[config.mk]
export PLATFORM = sky130hd
export DESIGN_NAME = fetch_ctrl
export DESIGN_NICKNAME = d
export VERILOG_FILES = /design/src/rtl/fetch_ctrl.sv
export SDC_FILE = /design/constraint.sdc
export NUM_CORES = 1
export LEC_CHECK = 0
export BUFFER_PORTS_ARGS = -buffer_cell sky130_fd_sc_hd__buf_2
export CAP_MARGIN = 20
export CORE_UTILIZATION = 43
export CTS_CLUSTER_SIZE = 8
export DETAILED_ROUTE_END_ITERATION = 12
export GPL_ROUTABILITY_DRIVEN = 1
export GPL_TIMING_DRIVEN = 0
export PLACE_DENSITY = 0.92
export REMOVE_ABC_BUFFERS = 1
export SYNTH_ARGS = -nofsm -noshare
export SYNTH_HDL_FRONTEND = slang
export SYNTH_SLANG_ARGS = --single-unit
[constraint.sdc]
create_clock -name clk -period 4.5 [get_ports clk]
set_clock_uncertainty 0.15 [all_clocks]
set_input_delay 0.45 -clock clk [delete_from_list [all_inputs] [get_ports clk]]
set_output_delay 0.45 -clock clk [all_outputs]
set_load 0.01 [all_outputs]
[src/rtl/fetch_ctrl.sv]
// fetch_ctrl: loads a program into instruction memory, then sequences PC fetch until a halt opcode.
module fetch_ctrl #(
  parameter logic [5:0] HALT_OPCODE = 6'b000000,
  parameter int unsigned FILL_DELAY = 2
) (
  input  logic        clk,
  input  logic        reset,
  input  logic        start,
  input  logic        ld_valid,
  output logic        ld_ready,
  input  logic [15:0] ld_data,
  input  logic        ld_last,
  input  logic [9:0]  pc_address,
  input  logic [5:0]  op_code,
  input  logic        stall_req,
  output logic        im_en_write,
  output logic [9:0]  im_address,
  output logic [15:0] im_data_in,
  output logic        pc_reset,
  output logic        pc_stall,
  output logic        halted,
  output logic [10:0] load_count,
  output logic [2:0]  state
);
  localparam int FW = $clog2(FILL_DELAY + 2);
  localparam logic [FW-1:0] FD = FW'(FILL_DELAY);
  typedef enum logic [2:0] {IDLE = 3'd0, LOAD = 3'd1, FLUSH = 3'd2, RUN = 3'd3, HALT = 3'd4} state_t;
  state_t cur, nxt;
  logic [10:0] lcnt, lcnt_n;
  logic [FW-1:0] fill, fill_n;
  logic acc, run_ok;
  always_ff @(posedge clk) begin
    if (reset) begin
      cur  <= IDLE;
      lcnt <= '0;
      fill <= '0;
    end else begin
      cur  <= nxt;
      lcnt <= lcnt_n;
      fill <= fill_n;
    end
  end
  always_comb begin
    nxt    = cur;
    lcnt_n = lcnt;
    fill_n = fill;
    acc    = (cur == LOAD) && ld_valid;
    run_ok = (cur == RUN) && !stall_req;
    if ((cur == IDLE || cur == HALT) && start) begin
      nxt    = LOAD;
      lcnt_n = '0;
    end
    if (acc) begin
      lcnt_n = lcnt + 11'd1;
      if (ld_last || lcnt == 11'd1023) nxt = FLUSH;
    end
    if (cur == FLUSH) begin
      nxt    = RUN;
      fill_n = '0;
    end
    // op_code is only trusted once the IM read and IR latch have refilled after pc_reset
    if (run_ok && fill != FD) fill_n = fill + 1'b1;
    if (run_ok && fill == FD && op_code == HALT_OPCODE) nxt = HALT;
  end
  assign ld_ready    = cur == LOAD;
  assign im_en_write = acc;
  assign im_address  = (cur == RUN || cur == HALT) ? pc_address : lcnt[9:0];
  assign im_data_in  = ld_data;
  assign pc_reset    = cur == FLUSH;
  assign pc_stall    = (cur == RUN) ? stall_req : 1'b1;
  assign halted      = cur == HALT;
  assign load_count  = lcnt;
  assign state       = cur;
endmodule
=== After elaboration in Yosys (flattened, before gate mapping) ===
Index checks and enable logic that the tools add are counted.

* Output and inout port bits: 45
* Word-level logic and storage cells: 39
* Bits of input ports: 38
* Bits in read-only memories: 0
* Memory bits (writable): 0
* Memories kept: 0
* Latch bits: 0
* Bits in registers: 16

* $lt $le $gt $ge: 0
* Reductions and logical operators: 15
* Divide/modulo/power cells: 0
* Shifts and indexed selects: 0
* Bitwise logic cells: 0
* Muxes and demuxes: 11
* Add/sub/neg operators: 2
* Multiply operators: 0
* Eq/ne operators: 7

{| class="wikitable"
|+ Operators by type and width
! operator !! number
|-
| $mux W11 || 2
|-
| $mux W3 || 5
|-
| $add A11 B1 Y11 const B || 1
|-
| $eq A11 B10 Y1 const B || 1
|-
| $mux W10 || 1
|-
| $eq A3 B2 Y1 const B || 2
|-
| $logic_and A1 B1 Y1 || 6
|-
| $logic_not A6 Y1 || 1
|-
| $mux W2 || 2
|-
| $reduce_bool A2 Y1 || 2
|-
| $eq A3 B1 Y1 const B || 1
|-
| $eq A3 B3 Y1 const B || 1
|-
| $logic_not A3 Y1 || 1
|-
| $logic_or A1 B1 Y1 || 3
|-
| $add A2 B1 Y2 const B || 1
|-
| $eq A2 B2 Y1 const B || 1
|-
| $ne A2 B2 Y1 const B || 1
|-
| $reduce_or A2 Y1 || 1
|-
| $logic_not A1 Y1 || 1
|-
| $mux W1 || 1
|}

=== Logic depth before layout (Yosys ltp) ===
* Word-level depth: 8
* Mapped depth: 6
* Mapped depth without buffers: 5

=== Least setup slack after synthesis ===
OpenSTA, ideal clock, no wires.

* Path kind: reg2out
* From: register cur[2], in the netlist state[2]
* To: output im_address[0]
* Path buffers: 1
* Setup slack: 2321 ps
* Required time: 3900 ps
* Arrival time: 1579 ps
* Stages on the path, launching flop included: 5
* Path through: dfxtp_1 > nor3b_1 > o21bai_1 > buf_2 > mux2_2

* Longest elaborated chain between the ends: 3
* Elaborated cells between the ends (all ways): 4
* Classes of those cells: eq/ne: 2; mux: 1; reduce/logical: 1

{| class="wikitable"
|+ Ends and longest elaborated chain
! element !! RTL line !! text
|-
| start, declared || 28 || <nowiki>state_t cur, nxt;</nowiki>
|-
| start signal, assigned || 38 || <nowiki>cur <= nxt;</nowiki>
|-
| $eq A3 B3 Y1 || -- ||
|-
| named net halted || 21 || <nowiki>output logic halted,</nowiki>
|-
| $logic_or A1 B1 Y1 || 67 || <nowiki>assign im_address = (cur == RUN || cur == HALT) ? pc_address : lcnt[9:0];</nowiki>
|-
| $mux W10 || 67 ||
|-
| end, declared || 17 || <nowiki>output logic [9:0] im_address,</nowiki>
|}

The timed path passes the listed nets, and every way through them passes these cells.

=== Final worst setup path ===
* From: register cur[1], in the netlist state[1]
* To: output im_address[4]

* Longest elaborated chain between the ends: 3
* Elaborated cells between the ends (all ways): 4
* Classes of those cells: eq/ne: 2; mux: 1; reduce/logical: 1

{| class="wikitable"
|+ Ends and longest elaborated chain
! element !! RTL line
|-
| $eq A3 B2 Y1 or $eq A3 B3 Y1 (tied branches) || 67
|-
| $logic_or A1 B1 Y1 * || 67
|-
| $mux W10 * || 67
|}

Mark *: on every way between the ends. The rest lies on a longest branch, timed or not.

==> flow_summary.toml <==
[worst_setup_path]
endpoint_kind = "output port"
crit_type = "register to output port"
reg2reg_depth = 3
crit_chain = "nand2_1, o21bai_1, buf_4, mux2_2, buf_2"
cpPeakStageDelay_ns = 0.48
crit_fanout = 10
r2r-end = "load_count[4]$_SDFFE_PP0P_"
worstPathRequired_ns = 3.90
cp_slowest_cell = "dfxtp_1"
startpoint_type = "register"
arrival_ns = 2.01
worst-r2r-setup-slack_ns = 2.33
r2r_start = "state[0]$_SDFF_PP0_"

[min_path]
hp-start = "ld_last"
whs_path_depth = 4
min_path_type = "primary input to register"
min_to = "state[0]$_SDFF_PP0_"

[clocking]
postCtsHoldBufs = 0
cts_tree = "built"
cts.sinks = 16
clk_pin_slew_ns = 0.09
cts_resized = 0
h-tree-depth = 1
post_cts_buffers = 0
root_buffer = "clkbuf_4"
insertion_delay_ns = 0.30
cts_made_buffers = 3
cts_buffer_depth = 2

[global_route]
grt_max_degree = 17
grt.total_usage_pct = 18.8
grt_pass1_vias = 866
grt_pass1_wl_um = 3830
grt_overflow = 0
antenna_found_initial = 0

[floorplan]
rows = 18
die_w_um = 53.5
dieHeight_um = 53.5
core_um2 = 2500
start_util_pct = 45.6
dieArea_um2 = 2860
io_pins = 83

[timing]
hold_ws_ns = 0.277
rsz0062_at_grt = "false"
final-hold-violation-count = 0
tightest_slew_ns = 0.644
drv_slew = 0
finalSetupViolations = 0
fin_ws_ns = 1.89
fin_crit_ns = 2.61
setup_tns_ns = 0
timing.final.crit_share_pct = 57.9
relSlewSlack_pct = 56.8
max_freq_mhz = 384

[layout]
drive_above_1_share_pct = 45.1
antenna_cells = 0
num-nets-final = 205
fillCellCount = 244
syn_to_final_growth_pct = 14.7
multi_input_area_um2 = 626
seq_area_um2 = 320
final_area_um2 = 1310

[routing]
vias = 1108
routed_wl_um = 2660
postRouteAntennaNets = 0
dr.first_iter.drc_count = 5
vias_per_cell = 5.71
wl_per_cell_um = 13.7
route.detailed.drc = 0
drt-pass1-iter-count = 4

[synthesis]
ys_ff_latch = 16
synthTopCellsByCount = "16 x buf_4, 16 x dfxtp_1, 14 x mux2_2"
synth_area_leaders = "dfxtp_1 28%, mux2_2 14%, buf_4 11%"
syn_area_per_cell_um2 = 8.64
ys.flop_type = "dfxtp_1"
async_flop_share_pct = 0
syn_area_um2 = 1140
synth-edff-count = 0
synth_top_area_cell = "dfxtp_1"
yosys_warnings = 0
synth_cell_type_count = 40
ys_seq_area_share_pct = 28.1
postSynthCellCount = 132
synth.top_cell.area_share_pct = 28.1

[placed_design]
place_area_um2 = 1260
routabilityCongestion = 0.745
dp_slack_ns = 1.96
io_buffers = 50
place.detailed.hpwl_um = 1990

[run_status]
status = "finished clean"

[pwr]
vdd_drop_max_mv = 0.121
leakagePower_nw = 0.615
power.density_nw_per_um2 = 220

[flow_run]
drv_cap = 0
-- report_power, final --
| group | leakage, nW | total (mW) | switching [mW] | internal, mW |
|---|---|---|---|---|
| Clock | 0.0210 | 0.0970 | 0.0475 | 0.0494 |
| Combinational | 0.465 | 0.0424 | 0.0233 | 0.0191 |
| Sequential | 0.129 | 0.148 | 0.00426 | 0.144 |
-- registers in the layout, summed over array words and instances (netlist names) --
name,cells
fill,2
state,3
load_count,11
-- cells by family after synthesis --
kind of cell / synth area share, %
AOI/OAI and AO/OA: 14.5
DFF: 28.1
and+or+nand+nor: 24.4
buffers and inverters: 17.0
muxes: 13.8
adders and majority gates: 2.20
-- metal layers --
metal	GRT usage [%]	part of all wire, %	vias to the layer above
li1	-	-	540
met1	20.5	43	499
met2	29.4	44	64
met3	8.62	11	5
met4	9.21	1.8	0
met5	9.52	0	-
-- layout by cell type (no fill, tap or decap), drive strengths merged, types with 2 or more instances in the layout --
cell type / Yosys / layout
o211ai: 2 / 2
mux2: 14 / 14
or3: 2 / 2
dfxtp: 16 / 16
a21oi: 7 / 7
ha: 2 / 2
buf: 21 / 51
nor4: 5 / 5
nand3: 6 / 6
or3b: 2 / 2
nor3b: 3 / 3
a211oi: 2 / 2
clkbuf: 2 / 4
inv: 8 / 8
nand2b: 2 / 2
and3: 4 / 4
nor3: 2 / 2
or4: 2 / 2
nor2: 5 / 5
a311oi: 3 / 3
nand2: 8 / 8
-- per-stage QoR --
step / power (mW) / cells / util (%)
after global routing: 0.300 / 194 / 52.3
final: 0.287 / 194 / 52.3
after CTS: 0.290 / 193 / 52.0
after global placement: 0.193 / 189 / 50.6
after floorplan: 0.173 / 109 / -
after detailed placement: 0.194 / 189 / 50.6
-- worst max-delay path: cells and delay by family, from the launching register on --
kind,cells,cell delay (ns)
muxes,1,0.34
AOI/OAI and AO/OA,1,0.42
and+or+nand+nor,1,0.08
buffers and inverters,2,0.39
DFF,1,0.48
-- layout make-up --
type,instances,share of cell area (%)
clock buffer,4,2.78
inverter,8,2.30
timing repair buffer,51,19.7
multi-input combinational,85,47.8
sequential,16,24.5
tap,30,2.87
-- worst max-delay path by stage --
stage	startpoint	to	slack, ns	cells past startpoint
2_1_floorplan	state[2]$_SDFF_PP0_	im_address[0]	2.25	3
3_3_place_gp	state[1]$_SDFF_PP0_	im_address[9]	1.96	4
3_5_place_dp	state[1]$_SDFF_PP0_	im_address[4]	1.96	4
4_1_cts	state[1]$_SDFF_PP0_	im_address[4]	1.62	4
5_1_grt	state[1]$_SDFF_PP0_	im_address[3]	1.71	5
6_report	state[1]$_SDFF_PP0_	im_address[4]	1.89	5
Power figures use the tool's default switching activity.
